`src/rtl/intr_source_ctrl.sv`:
```
// intr_source_ctrl: machine timer (mtime/mtimecmp) plus an external interrupt
// source. Each source has its own IDLE/FIRE/WAIT_ACK handshake FSM.
//
// Ports:
//   clk      - sole clock
//   rst      - synchronous, active-low reset
//   addr     - byte address; a 7-word register window starts at BASE_ADDR
//   wdata    - write data
//   wr_en    - write strobe
//   rd_en    - read strobe
//   rdata    - read data, registered one cycle after rd_en
//   ext_irq  - asynchronous external request, synchronized internally
//   is_mret  - handler-return acknowledge
//   t_intr   - single-cycle timer interrupt pulse (registered)
//   e_intr   - single-cycle external interrupt pulse (registered)
//
// Register window (word offsets from BASE_ADDR):
//   0x00 mtime_lo, 0x04 mtime_hi, 0x08 mtimecmp_lo, 0x0C mtimecmp_hi,
//   0x10 ctrl {e_en, t_en}, 0x14 status {e_pend, t_pend} (write-1-to-clear),
//   0x18 prescale
//
// Build option: define INTR_SOURCE_PRESCALE_EN to tick mtime once every
// (prescale+1) cycles. Without it mtime ticks every cycle, and offset 0x18
// reads 0 and ignores writes.
module intr_source_ctrl #(
    parameter logic [31:0] BASE_ADDR   = 32'h0000_0200,
    parameter int          SYNC_STAGES = 2
) (
    input  logic        clk,
    input  logic        rst,
    input  logic [31:0] addr,
    input  logic [31:0] wdata,
    input  logic        wr_en,
    input  logic        rd_en,
    output logic [31:0] rdata,
    input  logic        ext_irq,
    input  logic        is_mret,
    output logic        t_intr,
    output logic        e_intr
);

    typedef enum logic [1:0] {
        ST_IDLE     = 2'd0,
        ST_FIRE     = 2'd1,
        ST_WAIT_ACK = 2'd2
    } state_e;

    logic [63:0] mtime_q, mtime_d;
    logic [63:0] mtimecmp_q, mtimecmp_d;
    logic [1:0]  ctrl_q, ctrl_d;
    logic [31:0] rdata_q, rdata_d;
    logic [SYNC_STAGES-1:0] sync_q, sync_d;
    logic        ext_prev_q;
    logic        e_pnext_q, e_pnext_d;
    state_e      t_state_q, t_state_d, e_state_q, e_state_d;
    logic        t_intr_q, e_intr_q;

    logic [31:0] off_s;
    logic [2:0]  word_s;
    logic        hit_s, wr_hit_s;
    logic        tick_s;
    logic [31:0] prescale_rd_s;
    logic [63:0] mtime_inc_s;
    logic        t_cond_s, rise_s, e_fire_s;
    logic        w1c_t_s, w1c_e_s;
    logic [31:0] rd_mux_s;

    // Address decode: the window is 7 aligned words; offset 0x1C and beyond miss.
    always_comb begin
        off_s    = addr - BASE_ADDR;
        word_s   = off_s[4:2];
        hit_s    = (off_s[31:5] == 27'd0) && (off_s[1:0] == 2'd0) && (off_s[4:2] != 3'd7);
        wr_hit_s = wr_en & hit_s;
        w1c_t_s  = wr_hit_s && (word_s == 3'd5) && wdata[0];
        w1c_e_s  = wr_hit_s && (word_s == 3'd5) && wdata[1];
    end

`ifdef INTR_SOURCE_PRESCALE_EN
    logic [31:0] prescale_q, prescale_d;
    logic [31:0] div_cnt_q, div_cnt_d;

    // Prescale divider: tick on the terminal count; a prescale write restarts it.
    always_comb begin
        tick_s        = (div_cnt_q == prescale_q);
        prescale_rd_s = prescale_q;
        if (wr_hit_s && (word_s == 3'd6)) begin
            prescale_d = wdata;
            div_cnt_d  = 32'd0;
        end else begin
            prescale_d = prescale_q;
            div_cnt_d  = tick_s ? 32'd0 : (div_cnt_q + 32'd1);
        end
    end

    // Prescale and divider registers.
    always_ff @(posedge clk) begin
        if (!rst) begin
            prescale_q <= 32'd0;
            div_cnt_q  <= 32'd0;
        end else begin
            prescale_q <= prescale_d;
            div_cnt_q  <= div_cnt_d;
        end
    end
`else
    assign tick_s        = 1'b1;
    assign prescale_rd_s = 32'd0;
`endif

    // Register updates: a write to one mtime half overrides the increment
    // for that half only; the other half keeps the incremented value, carry included.
    always_comb begin
        mtime_inc_s = mtime_q + {63'd0, tick_s};
        mtime_d     = mtime_inc_s;
        if (wr_hit_s && (word_s == 3'd0)) begin
            mtime_d[31:0] = wdata;
        end else begin
            mtime_d[31:0] = mtime_inc_s[31:0];
        end
        if (wr_hit_s && (word_s == 3'd1)) begin
            mtime_d[63:32] = wdata;
        end else begin
            mtime_d[63:32] = mtime_inc_s[63:32];
        end
        mtimecmp_d = mtimecmp_q;
        if (wr_hit_s && (word_s == 3'd2)) begin
            mtimecmp_d[31:0] = wdata;
        end else if (wr_hit_s && (word_s == 3'd3)) begin
            mtimecmp_d[63:32] = wdata;
        end else begin
            mtimecmp_d = mtimecmp_q;
        end
        if (wr_hit_s && (word_s == 3'd4)) begin
            ctrl_d = wdata[1:0];
        end else begin
            ctrl_d = ctrl_q;
        end
        sync_d = {sync_q[SYNC_STAGES-2:0], ext_irq};
    end

    // Event conditions and both FSMs' next-state logic.
    always_comb begin
        t_cond_s  = ctrl_q[0] & (mtime_q >= mtimecmp_q);
        rise_s    = sync_q[SYNC_STAGES-1] & ~ext_prev_q;
        // A latched edge counts as a fresh event once the FSM is back in IDLE.
        e_fire_s  = ctrl_q[1] & (rise_s | e_pnext_q);
        t_state_d = t_state_q;
        e_state_d = e_state_q;
        e_pnext_d = e_pnext_q;
        case (t_state_q)
            ST_IDLE:     t_state_d = t_cond_s ? ST_FIRE : ST_IDLE;
            ST_FIRE:     t_state_d = ST_WAIT_ACK;
            ST_WAIT_ACK: t_state_d = (is_mret || w1c_t_s) ? ST_IDLE : ST_WAIT_ACK;
            default:     t_state_d = ST_IDLE;
        endcase
        case (e_state_q)
            ST_IDLE: begin
                if (e_fire_s) begin
                    e_state_d = ST_FIRE;
                    e_pnext_d = 1'b0;
                end else begin
                    e_state_d = ST_IDLE;
                    e_pnext_d = e_pnext_q;
                end
            end
            ST_FIRE: begin
                e_state_d = ST_WAIT_ACK;
                e_pnext_d = e_pnext_q | rise_s;
            end
            ST_WAIT_ACK: begin
                e_state_d = (is_mret || w1c_e_s) ? ST_IDLE : ST_WAIT_ACK;
                e_pnext_d = e_pnext_q | rise_s;
            end
            default: begin
                e_state_d = ST_IDLE;
                e_pnext_d = 1'b0;
            end
        endcase
    end

    // Read mux; rdata holds unless a read is strobed, and a miss reads 0.
    always_comb begin
        case (word_s)
            3'd0:    rd_mux_s = mtime_q[31:0];
            3'd1:    rd_mux_s = mtime_q[63:32];
            3'd2:    rd_mux_s = mtimecmp_q[31:0];
            3'd3:    rd_mux_s = mtimecmp_q[63:32];
            3'd4:    rd_mux_s = {30'd0, ctrl_q};
            3'd5:    rd_mux_s = {30'd0, (e_state_q != ST_IDLE), (t_state_q != ST_IDLE)};
            3'd6:    rd_mux_s = prescale_rd_s;
            default: rd_mux_s = 32'd0;
        endcase
        if (rd_en) begin
            rdata_d = hit_s ? rd_mux_s : 32'd0;
        end else begin
            rdata_d = rdata_q;
        end
    end

    // Datapath registers and the ext_irq synchronizer.
    always_ff @(posedge clk) begin
        if (!rst) begin
            mtime_q    <= 64'd0;
            mtimecmp_q <= 64'hFFFF_FFFF_FFFF_FFFF;
            ctrl_q     <= 2'd0;
            rdata_q    <= 32'd0;
            sync_q     <= '0;
            ext_prev_q <= 1'b0;
        end else begin
            mtime_q    <= mtime_d;
            mtimecmp_q <= mtimecmp_d;
            ctrl_q     <= ctrl_d;
            rdata_q    <= rdata_d;
            sync_q     <= sync_d;
            ext_prev_q <= sync_q[SYNC_STAGES-1];
        end
    end

    // Both FSMs, the pending-next flag and the registered interrupt pulses.
    always_ff @(posedge clk) begin
        if (!rst) begin
            t_state_q <= ST_IDLE;
            e_state_q <= ST_IDLE;
            e_pnext_q <= 1'b0;
            t_intr_q  <= 1'b0;
            e_intr_q  <= 1'b0;
        end else begin
            t_state_q <= t_state_d;
            e_state_q <= e_state_d;
            e_pnext_q <= e_pnext_d;
            t_intr_q  <= (t_state_d == ST_FIRE);
            e_intr_q  <= (e_state_d == ST_FIRE);
        end
    end

    assign rdata  = rdata_q;
    assign t_intr = t_intr_q;
    assign e_intr = e_intr_q;

endmodule

```
`config.mk`:
```
export PLATFORM = sky130hd
export DESIGN_NAME = intr_source_ctrl
export DESIGN_NICKNAME = d
export VERILOG_FILES = /design/src/rtl/intr_source_ctrl.sv
export SDC_FILE = /design/constraint.sdc
export NUM_CORES = 1
export LEC_CHECK = 0
export CELL_PAD_IN_SITES_DETAIL_PLACEMENT = 0
export CELL_PAD_IN_SITES_GLOBAL_PLACEMENT = 1
export CORE_ASPECT_RATIO = 0.6
export CORE_MARGIN = 2
export CORE_UTILIZATION = 47
export DETAILED_ROUTE_END_ITERATION = 10
export GPL_ROUTABILITY_DRIVEN = 0
export PLACE_DENSITY_LB_ADDON = 0.08
export SLEW_MARGIN = 0
export SYNTH_ARGS = -nofsm -noshare
export SYNTH_HDL_FRONTEND = slang
export SYNTH_SLANG_ARGS = --single-unit
```
`constraint.sdc`:
```
create_clock -name clk -period 8.3 [get_ports clk]
set_input_delay 1.66 -clock clk [delete_from_list [all_inputs] [get_ports clk]]
set_output_delay 1.66 -clock clk [all_outputs]
set_load 0.05 [all_outputs]
```
==> flow_summary.json <==
{
  "initial_core_util_pct": 48.2,
  "finalSetupViolCount": 0,
  "synth-seq-cells": 172,
  "multi_input_area_sq_um": 5690,
  "maxCapViolCount": 0,
  "min_to": "sync_q[1]$_SDFF_PN0_",
  "slowest_delay_ns": 0.81,
  "ctsHtreeMaxLevel": 4,
  "critPathSlowestCell": "nand2_2",
  "path_clk_slew_ns": 0.07,
  "tns_ns": 0,
  "vias": 8471,
  "crit_type": "in2reg",
  "worstSetupEndpointType": "register",
  "antenna_left": 0,
  "max-vdd-ir-drop_mv": 0.169,
  "rows": 40,
  "yosys_warnings": 0,
  "whs_path_depth": 1,
  "finalNetCount": 1327,
  "synthCells": 1116,
  "drv_slew": 0,
  "path_max_fanout": 64,
  "syn-num-nets": 1253,
  "clkLatencyLatePin_ns": 0.45,
  "worst_pin_slew_ns": 1.24,
  "fillers": 1824,
  "max_freq_mhz": 211,
  "yosysMostFrequentCell": "nand2_1",
  "core_sq_um": 20100,
  "grt_pass1_wl_mm": 44.6,
  "postCtsResizedCells": 0,
  "ys_async_sr_fraction_pct": 0,
  "portBuffers": 103,
  "r2r-end": "mtime_q[58]$_SDFF_PN0_",
  "synth_top_area_cell": "dfxtp_1",
  "reg2regPathDepth": 8,
  "post-route-period-util_pct": 57.0,
  "rsz0062_at_grt": "no",
  "cts_tree": "done",
  "synth.avg_cell_area_sq_um": 8.66,
  "hold_viol": 0,
  "setup_ws_ns": 3.57,
  "io_pins": 104,
  "drive_above_1_share_pct": 5.24,
  "dp_slack_ns": 3.14,
  "yosys-top-cells-area": "dfxtp_1 (36%), ha_1 (8.7%), nand2_1 (7.7%), mux2i_1 (6.7%), o211a_1 (6.6%)",
  "drt-vias-per-instance": 5.74,
  "r2r_setup_slack_ns": 5.09,
  "grt_max_degree": 81,
  "syn2layout_area_growth_pct": 19.5,
  "cts_root_buf": "clkbuf_16",
  "drt_iter0_drc": 736,
  "ys_seq_area_share_pct": 35.6,
  "hp-start": "sync_q[0]$_SDFF_PN0_",
  "die_h_um": 115,
  "ys.flop_type": "dfxtp_1",
  "min_path_type": "reg2reg",
  "grt_pass1_vias": 7704,
  "track_usage_pct": 26.8,
  "leakage_nw": 6.22,
  "critPathLaunchType": "input port",
  "wl_per_cell_um": 19.2,
  "post-cts-setup-buffer-count": 0,
  "place_hpwl_mm": 19.7,
  "fin_worst_skew_ns": 0.0123,
  "path_cells": "clkdlybuf4s50_1 > nor4_2 > nand2_1 > or4_4 > a211oi_4 > nand2_2 > o211a_1",
  "outcome": "finished clean",
  "first_pass_iters": 5,
  "max-slew-margin-rel_pct": 17.2,
  "synth_edf_count": 0,
  "cts_made_buffers": 17,
  "syn_area_sq_um": 9660,
  "cts_sinks": 172,
  "critPathArrivalTime_ns": 5.06,
  "die_x_um": 189,
  "routed_wl_mm": 28.4,
  "r2r_start": "mtime_q[0]$_SDFF_PN0_",
  "synth_cell_type_count": 52,
  "fin_crit_ns": 4.73,
  "die-area_sq_um": 21800,
  "drc_errors": 0,
  "overflow": 0,
  "n_antenna_cell": 0,
  "seqCellArea_sq_um": 3440,
  "clockBufferDepth": 2,
  "synth_top_area_share_pct": 35.6,
  "hold_buffers": 0,
  "p_per_area_nw_per_um2": 160,
  "synthTopCellsByCount": "nand2_1 (198), dfxtp_1 (172), inv_1 (78)",
  "antenna_found_initial": 0,
  "critical_path_required_ns": 8.64
}
## metal layers
metal	share of wire (%)	track usage, %
met5	0	0
met4	0.97	5.94
met3	8.7	4.82
met2	35	34.7
met1	55	44.2
## sequential cells by signal, indices dropped and copies added, names as in the netlist
| name | count |
|---|---|
| t_state_q | 2 |
| ext_prev_q | 1 |
| e_intr | 1 |
| e_state_q | 2 |
| mtime_q | 64 |
| ctrl_q | 2 |
| rdata | 32 |
| t_intr | 1 |
| sync_q | 2 |
| mtimecmp_q | 64 |
| e_pnext_q | 1 |
## worst max-delay path: cells and delay by family
kind / cells / cell delay (ns)
and+or+nand+nor: 4 / 1.95
AOI/OAI and AO/OA: 2 / 1.01
buffers and inverters: 1 / 0.41
## layout make-up
type / count / share of cell area, %
Clock inverter: 15 / 2.03
Sequential cell: 172 / 29.8
Multi-Input combinational cell: 806 / 49.3
Inverter: 78 / 2.54
Clock buffer: 17 / 3.68
Timing Repair Buffer: 115 / 9.69
Tap cell: 273 / 2.96
## stage by stage
stage          power (W)  std cells  utilization (%)  cell area (sq um)  hold WS, ns
3_3_place_gp    0.000953       1444             54.2              10900        0.431
5_1_grt          0.00191       1476             57.5              11500        0.465
4_1_cts          0.00186       1476             57.5              11500        0.447
6_report         0.00185       1476             57.5              11500        0.442
3_5_place_dp    0.000953       1444             54.2              10900        0.424
2_1_floorplan   0.000891       1116                -               9660        0.412
## placed cells by master (no fill, tap or decap), drive strengths merged, types with 9 or more instances in the layout
| master | instances |
|---|---|
| nand2 | 202 |
| dfxtp | 172 |
| clkdlybuf4s50 | 102 |
| inv | 82 |
| ha | 67 |
| mux2i | 65 |
| o211a | 64 |
| o21ai | 43 |
| nand3 | 38 |
| nand4 | 37 |
| xnor2 | 32 |
| a221oi | 31 |
| a22o | 30 |
| xor2 | 30 |
| nor2 | 28 |
| nor3 | 26 |
| a21oi | 22 |
| clkbuf | 17 |
| buf | 13 |
| nor4 | 12 |
| and3 | 11 |
| and2 | 9 |
## cells by family after synthesis
kind of cell	count (synthesis)	synth area share [%]
buf+inv	138	5.75
xor+xnor	62	5.62
flops	172	35.6
compound gates	219	18.1
mux	66	6.97
fa+ha+maj	68	8.78
simple gates	391	19.2
## how the worst max path moves through the flow
| stage | depth (start not counted) | startpoint | to |
|---|---|---|---|
| 2_1_floorplan | 8 | addr[19] | mtimecmp_q[10]$_SDFFE_PN1N_ |
| 3_3_place_gp | 7 | addr[13] | mtime_q[49]$_SDFF_PN0_ |
| 3_5_place_dp | 7 | addr[13] | mtime_q[47]$_SDFF_PN0_ |
| 4_1_cts | 7 | addr[13] | mtime_q[58]$_SDFF_PN0_ |
| 5_1_grt | 7 | addr[13] | mtime_q[45]$_SDFF_PN0_ |
| 6_report | 7 | addr[13] | mtime_q[58]$_SDFF_PN0_ |
## where the power goes
part | internal [W] | leakage (nW) | switching [W] | total [W]
Clock | 0.000540 | 0.316 | 0.000378 | 0.000918
Combinational | 0.0000494 | 4.51 | 0.0000572 | 0.000107
Sequential | 0.000826 | 1.39 | 0.00000257 | 0.000829
Power figures use the tool's default switching activity.
